## config.mk

```make
export PLATFORM = sky130hd
export DESIGN_NAME = ddr_mac_xfer_sched
export DESIGN_NICKNAME = d
export VERILOG_FILES = /design/src/rtl/ddr_mac_xfer_sched.sv
export SDC_FILE = /design/constraint.sdc
export NUM_CORES = 1
export LEC_CHECK = 0
export BUFFER_PORTS_ARGS = -buffer_cell sky130_fd_sc_hd__buf_2
export CAP_MARGIN = 20
export CORE_MARGIN = 2
export CORE_UTILIZATION = 55
export CTS_CLUSTER_SIZE = 14
export DETAILED_ROUTE_END_ITERATION = 8
export PLACE_DENSITY = 0.79
export SYNTH_ARGS = -nofsm -noshare
export SYNTH_HDL_FRONTEND = slang
export SYNTH_SLANG_ARGS = --single-unit
```

## constraint.sdc

```tcl
create_clock -name ddr_user_clk -period 16.81 [get_ports ddr_user_clk]
set_clock_uncertainty 0.05 [all_clocks]
set_input_delay 3.362 -clock ddr_user_clk [delete_from_list [all_inputs] [get_ports ddr_user_clk]]
set_output_delay 3.362 -clock ddr_user_clk [all_outputs]
set_load 0.02 [all_outputs]
```

## src/rtl/ddr_mac_xfer_sched.sv

```systemverilog
// DDR-to-MAC read transfer scheduler: descriptor queue, chunk splitter and a
// one-outstanding-transfer FSM. Optional WAIT watchdog enabled by SCHED_TIMEOUT_EN.
module ddr_mac_xfer_sched #(
    parameter int unsigned FIFO_DEPTH     = 8,
    parameter logic [31:0] MAX_CHUNK      = 32'h0000_0400,
    parameter int unsigned TIMEOUT_CYCLES = 65535
) (
    input  logic        ddr_user_clk,
    input  logic        ddr_user_rst,
    input  logic [63:0] desc_data,
    input  logic        desc_valid,
    output logic        desc_ready,
    input  logic        abort,
    output logic        ddr_to_mac_start,
    output logic [63:0] ddr_to_mac_desc,
    input  logic        ddr_to_mac_done,
    output logic        xfer_done,
    output logic [15:0] desc_cnt,
    output logic        busy,
    output logic        err_timeout,
    input  logic        err_clr
);

    localparam int unsigned AW       = (FIFO_DEPTH > 1) ? $clog2(FIFO_DEPTH) : 1;
    localparam logic [AW:0] DEPTH_C  = (AW+1)'(FIFO_DEPTH);
    localparam logic [31:0] TO_LIMIT = 32'(TIMEOUT_CYCLES);

    typedef enum logic [2:0] {IDLE, LOAD, ISSUE, WAIT, NEXT} state_t;

    state_t        state;
    logic [63:0]   mem [FIFO_DEPTH];
    logic [AW-1:0] wr_ptr, rd_ptr;
    logic [AW:0]   count;
    logic          push, pop;
    logic          sync1, sync2, sync2_d, done_evt;
    logic [63:0]   ld_desc;
    logic [31:0]   cur_addr, rem, chunk;
    logic [31:0]   rem_nxt, addr_nxt;

    function automatic logic [31:0] clip(input logic [31:0] r);
        return (r > MAX_CHUNK) ? MAX_CHUNK : r;
    endfunction

    assign desc_ready = (count != DEPTH_C);
    assign push       = desc_valid && desc_ready && !abort;
    assign pop        = (state == IDLE) && (count != '0) && !abort;
    assign busy       = (state != IDLE) || (count != '0);
    assign rem_nxt    = rem - chunk;
    assign addr_nxt   = cur_addr + chunk;

    always_ff @(posedge ddr_user_clk) begin
        if (push) mem[wr_ptr] <= desc_data;
    end

    always_ff @(posedge ddr_user_clk) begin
        if (ddr_user_rst || abort) begin
            wr_ptr <= '0;
            rd_ptr <= '0;
            count  <= '0;
        end else begin
            if (push) wr_ptr <= wr_ptr + 1'b1;
            if (pop)  rd_ptr <= rd_ptr + 1'b1;
            case ({push, pop})
                2'b10:   count <= count + 1'b1;
                2'b01:   count <= count - 1'b1;
                default: count <= count;
            endcase
        end
    end

    // Done arrives from another clock: two-flop synchronizer, then a registered
    // rising-edge detect so a held level yields a single event.
    always_ff @(posedge ddr_user_clk) begin
        if (ddr_user_rst) begin
            sync1    <= 1'b0;
            sync2    <= 1'b0;
            sync2_d  <= 1'b0;
            done_evt <= 1'b0;
        end else begin
            sync1    <= ddr_to_mac_done;
            sync2    <= sync1;
            sync2_d  <= sync2;
            done_evt <= sync2 && !sync2_d;
        end
    end

`ifdef SCHED_TIMEOUT_EN
    logic [31:0] wait_cnt;
`else
    logic unused_ok;
    assign unused_ok   = ^{err_clr, TO_LIMIT};
    assign err_timeout = 1'b0;
`endif

    always_ff @(posedge ddr_user_clk) begin
        if (ddr_user_rst) begin
            state            <= IDLE;
            ld_desc          <= '0;
            cur_addr         <= '0;
            rem              <= '0;
            chunk            <= '0;
            ddr_to_mac_start <= 1'b0;
            ddr_to_mac_desc  <= '0;
            xfer_done        <= 1'b0;
            desc_cnt         <= '0;
`ifdef SCHED_TIMEOUT_EN
            wait_cnt         <= '0;
            err_timeout      <= 1'b0;
`endif
        end else begin
            ddr_to_mac_start <= 1'b0;
            xfer_done        <= 1'b0;
`ifdef SCHED_TIMEOUT_EN
            // Cleared here so a timeout later in this block overrides it.
            if (err_clr) err_timeout <= 1'b0;
`endif
            if (abort) begin
                state <= IDLE;
                rem   <= '0;
            end else begin
                case (state)
                    IDLE: begin
                        if (count != '0) begin
                            ld_desc <= mem[rd_ptr];
                            state   <= LOAD;
                        end
                    end
                    LOAD: begin
                        cur_addr <= ld_desc[31:0];
                        rem      <= ld_desc[63:32];
                        if (ld_desc[63:32] == '0) begin
                            state <= IDLE;
                        end else begin
                            // Start is raised on entry so it is high for the whole ISSUE cycle.
                            chunk            <= clip(ld_desc[63:32]);
                            ddr_to_mac_start <= 1'b1;
                            ddr_to_mac_desc  <= {clip(ld_desc[63:32]), ld_desc[31:0]};
                            state            <= ISSUE;
                        end
                    end
                    ISSUE: begin
`ifdef SCHED_TIMEOUT_EN
                        wait_cnt <= '0;
`endif
                        state <= WAIT;
                    end
                    WAIT: begin
                        if (done_evt) begin
                            state <= NEXT;
                        end
`ifdef SCHED_TIMEOUT_EN
                        else if (wait_cnt == TO_LIMIT - 1'b1) begin
                            err_timeout <= 1'b1;
                            rem         <= '0;
                            state       <= IDLE;
                        end else begin
                            wait_cnt <= wait_cnt + 1'b1;
                        end
`endif
                    end
                    NEXT: begin
                        cur_addr <= addr_nxt;
                        rem      <= rem_nxt;
                        if (rem_nxt == '0) begin
                            xfer_done <= 1'b1;
                            desc_cnt  <= desc_cnt + 1'b1;
                            state     <= IDLE;
                        end else begin
                            chunk            <= clip(rem_nxt);
                            ddr_to_mac_start <= 1'b1;
                            ddr_to_mac_desc  <= {clip(rem_nxt), addr_nxt};
                            state            <= ISSUE;
                        end
                    end
                    default: state <= IDLE;
                endcase
            end
        end
    end

endmodule

```

==> reports/metrics.csv <==
stage,metric,value,unit
run_status,status,completed,
clocking,insertion_delay,620,ps
floorplanning,coreArea,0.0565,mm2
clocking,cts_sinks,739,
power_and_ir_drop,p_leak,11.9,nW
sta,fin_crit_sh,0.335,
place,post-place-cells,3056,
place,dp_hpwl,47400,um
drt,ant_nets,0,
sta,worst_pin_slew,1120,ps
clocking,cts_setup_buffers,0,
drt,initialDrtViolationCount,2045,
drt,viasPerCell,6.21,
sta,max_freq,178,MHz
final_layout,nNetsFinal,2517,
global_routing,antenna_found_initial,11,
floorplanning,ioPinCount,155,
critical_path,cp-start-kind,input port,
floorplanning,num_rows,87,
critical_path,critical_path_class,input port to flip-flop,
drt,vias,19800,
global_routing,grt_pass1_vias,19500,
final_layout,nFillCells,4033,
critical_path,crit_fanout,40,
yosys,synthArstFlopShare,0,
floorplanning,die_area,0.0591,mm2
final_layout,utilization,0.626,
yosys,avgSynthCellArea,14.0,um2
clocking,clkSlewWorstSetupHoldPaths,60,ps
clocking,cts.path.max_buffers,3,
critical_path,worst_setup_path_end_kind,flip-flop,
clocking,cts_tree,done,
drt,wire_per_inst,23.6,um
sta,min_period,5620,ps
power_and_ir_drop,powerDensity,106,mW/mm2
sta,tns,0,ps
sta,rsz0062_at_grt,no,
drt,drc,0,
yosys,synth_nets,2395,
global_routing,grt-ovfl-total,0,
job,cap_violations,0,
place,gp_congestion,0.925,
yosys,synthCells,2254,
global_routing,grt_use_total,0.255,
sta,timing.final.max_slew_violations,0,
clocking,cts_htree_levels,3,
yosys,synth-main-ff-cell,edfxtp_1,
critical_path,worstPathArrival,5810,ps
yosys,ys_types,80,
global_routing,grt_pass1_wl,115000,um
power_and_ir_drop,irDropWorstVdd,83.0,uV
clocking,postCtsHoldBufs,0,
place,io_buffer_count,152,
yosys,synth_enable_flop_cells,512,
drt,routed_wirelength,75400,um
yosys,ys_seq_elements,739,
floorplanning,die-height,243,um
clocking,cts_resized,0,
critical_path,cp_data_required_time,17000,ps
yosys,synth-seq-area-share,0.633,
sta,report.final.setup_viol,0,
final_layout,drive_gt1_frac,0.184,
global_routing,grt_max_degree,99,
sta,hold_viol,0,
drt,dr.pass1.iters,5,
clocking,root_buffer,clkbuf_16,
hold_path,hold_path.class,flip-flop to flip-flop,
sta,relSlewSlack,0.251,
clocking,cts_buffers,73,
floorplanning,start_util,0.557,
yosys,yosys_warnings,0,
final_layout,final_cells,3192,
floorplanning,dieWidth,243,um
yosys,syn-cell-area,0.0315,mm2
final_layout,area_delta_synth_final,12.4,%
==> state kept, by name, summed over array words and instances (netlist names), 3 cells and up <==
name             cells
rd_ptr               3
cur_addr            32
ld_desc             64
wr_ptr               3
desc_cnt            16
mem                512
ddr_to_mac_desc     64
state                3
rem                 32
count                4
==> logic make-up (layout without fill, tap and decap cells) <==
group	after synthesis	in the layout	synth area share
adder cells (fa/ha/maj)	71	71	0.0290
other	1	3	0.000119
XOR/XNOR	56	56	0.0158
multiplexers	218	218	0.121
buffers and inverters	192	372	0.0240
AO/OA/AOI/OAI	450	450	0.0988
AND/OR/NAND/NOR	527	527	0.0786
flip-flops	739	739	0.633
==> routing by layer <==
layer  vias to the layer above  global-route usage  routed length, um
met3                       140              0.0523               6640
met1                      9834               0.348              30700
met2                       852               0.410              36200
met4                        20              0.0855               1830
met5                         -                   0                118
li1                       8970                   -                  -
==> where the power goes <==
part           internal [mW]  leakage (nW)  switching [mW]
combinational         0.0600          4.25           0.110
clock                  0.937          1.16           0.677
sequential              1.96          6.46          0.0148
total                   2.96          11.9           0.802
==> stage by stage <==
step	hold slack (ps)	instance area (um2)	setup WS (ps)	total power, mW
2_1_floorplan	317	31500	7720	2.12
3_3_place_gp	384	32900	10600	2.18
3_5_place_dp	386	32900	10570	2.18
4_1_cts	407	35300	11190	3.79
5_1_grt	420	35400	11010	3.87
6_report	405	35400	11190	3.76
==> path summary, 6_finish.rpt <==
check	startpoint	to	slack [ps]	cells past startpoint
worst min-delay path	sync1	sync2	400	1
worst max-delay path	abort	mem[2][47]	11190	4
worst min register to register	sync1	sync2	400	1
worst max register to register	ddr_to_mac_desc[46]	desc_cnt[13]	11680	13
==> cell type report <==
type | instances | area (um2) | area share
multi-input combinational | 1323 | 10900 | 0.308
inverter | 64 | 240 | 0.00679
sequential | 739 | 19900 | 0.564
antenna | 2 | 5.00 | 0.000142
clock inverter | 38 | 389 | 0.0110
tap | 756 | 946 | 0.0268
clock buffer | 95 | 1990 | 0.0564
timing repair buffer | 175 | 965 | 0.0273
==> cell usage in the layout (no fill, tap or decap), types with 15 or more instances in the layout <==
master and count:
edfxtp_1 512, dfxtp_1 224, nor2_1 212, buf_2 151, a211oi_1 130, mux4_2 128
a21oi_1 108, nand2_1 100, mux2i_1 82, clkbuf_16 75, ha_1 68, inv_1 64
nor3_1 54, o21ai_0 46, xnor2_1 32, a21o_1 27, nand3_1 26, a22oi_1 26
xor2_1 23, buf_4 21, o21a_1 17, clkinv_1 17, or3_1 15, nor2b_1 15
nor4_1 15, clkbuf_1 15
==> synth_stat cells, types with 12 or more instances <==
| library cell | instances | area, um2 |
|---|---|---|
| a211oi_1 | 130 | 976 |
| a21o_1 | 27 | 203 |
| a21oi_1 | 108 | 541 |
| a22oi_1 | 26 | 195 |
| and3_1 | 12 | 75.1 |
| buf_1 | 21 | 78.8 |
| clkbuf_1 | 95 | 357 |
| dfxtp_1 | 227 | 4540 |
| edfxtp_1 | 512 | 15400 |
| ha_1 | 68 | 851 |
| inv_1 | 64 | 240 |
| mux2i_1 | 82 | 821 |
| mux4_2 | 128 | 2880 |
| nand2_1 | 101 | 379 |
| nand2b_1 | 12 | 75.1 |
| nand3_1 | 26 | 130 |
| nor2_1 | 221 | 830 |
| nor2b_1 | 15 | 93.8 |
| nor3_1 | 56 | 280 |
| nor4_1 | 15 | 93.8 |
| o21a_1 | 17 | 128 |
| o21ai_0 | 46 | 230 |
| or3_1 | 15 | 93.8 |
| xnor2_1 | 32 | 280 |
| xor2_1 | 23 | 201 |
==> critical path: stages <==
cell and delay (ps):
buf_2 250, or3_1 590, nor2_4 860, buf_4 710
No activity file was read; power rests on OpenSTA's default activity.
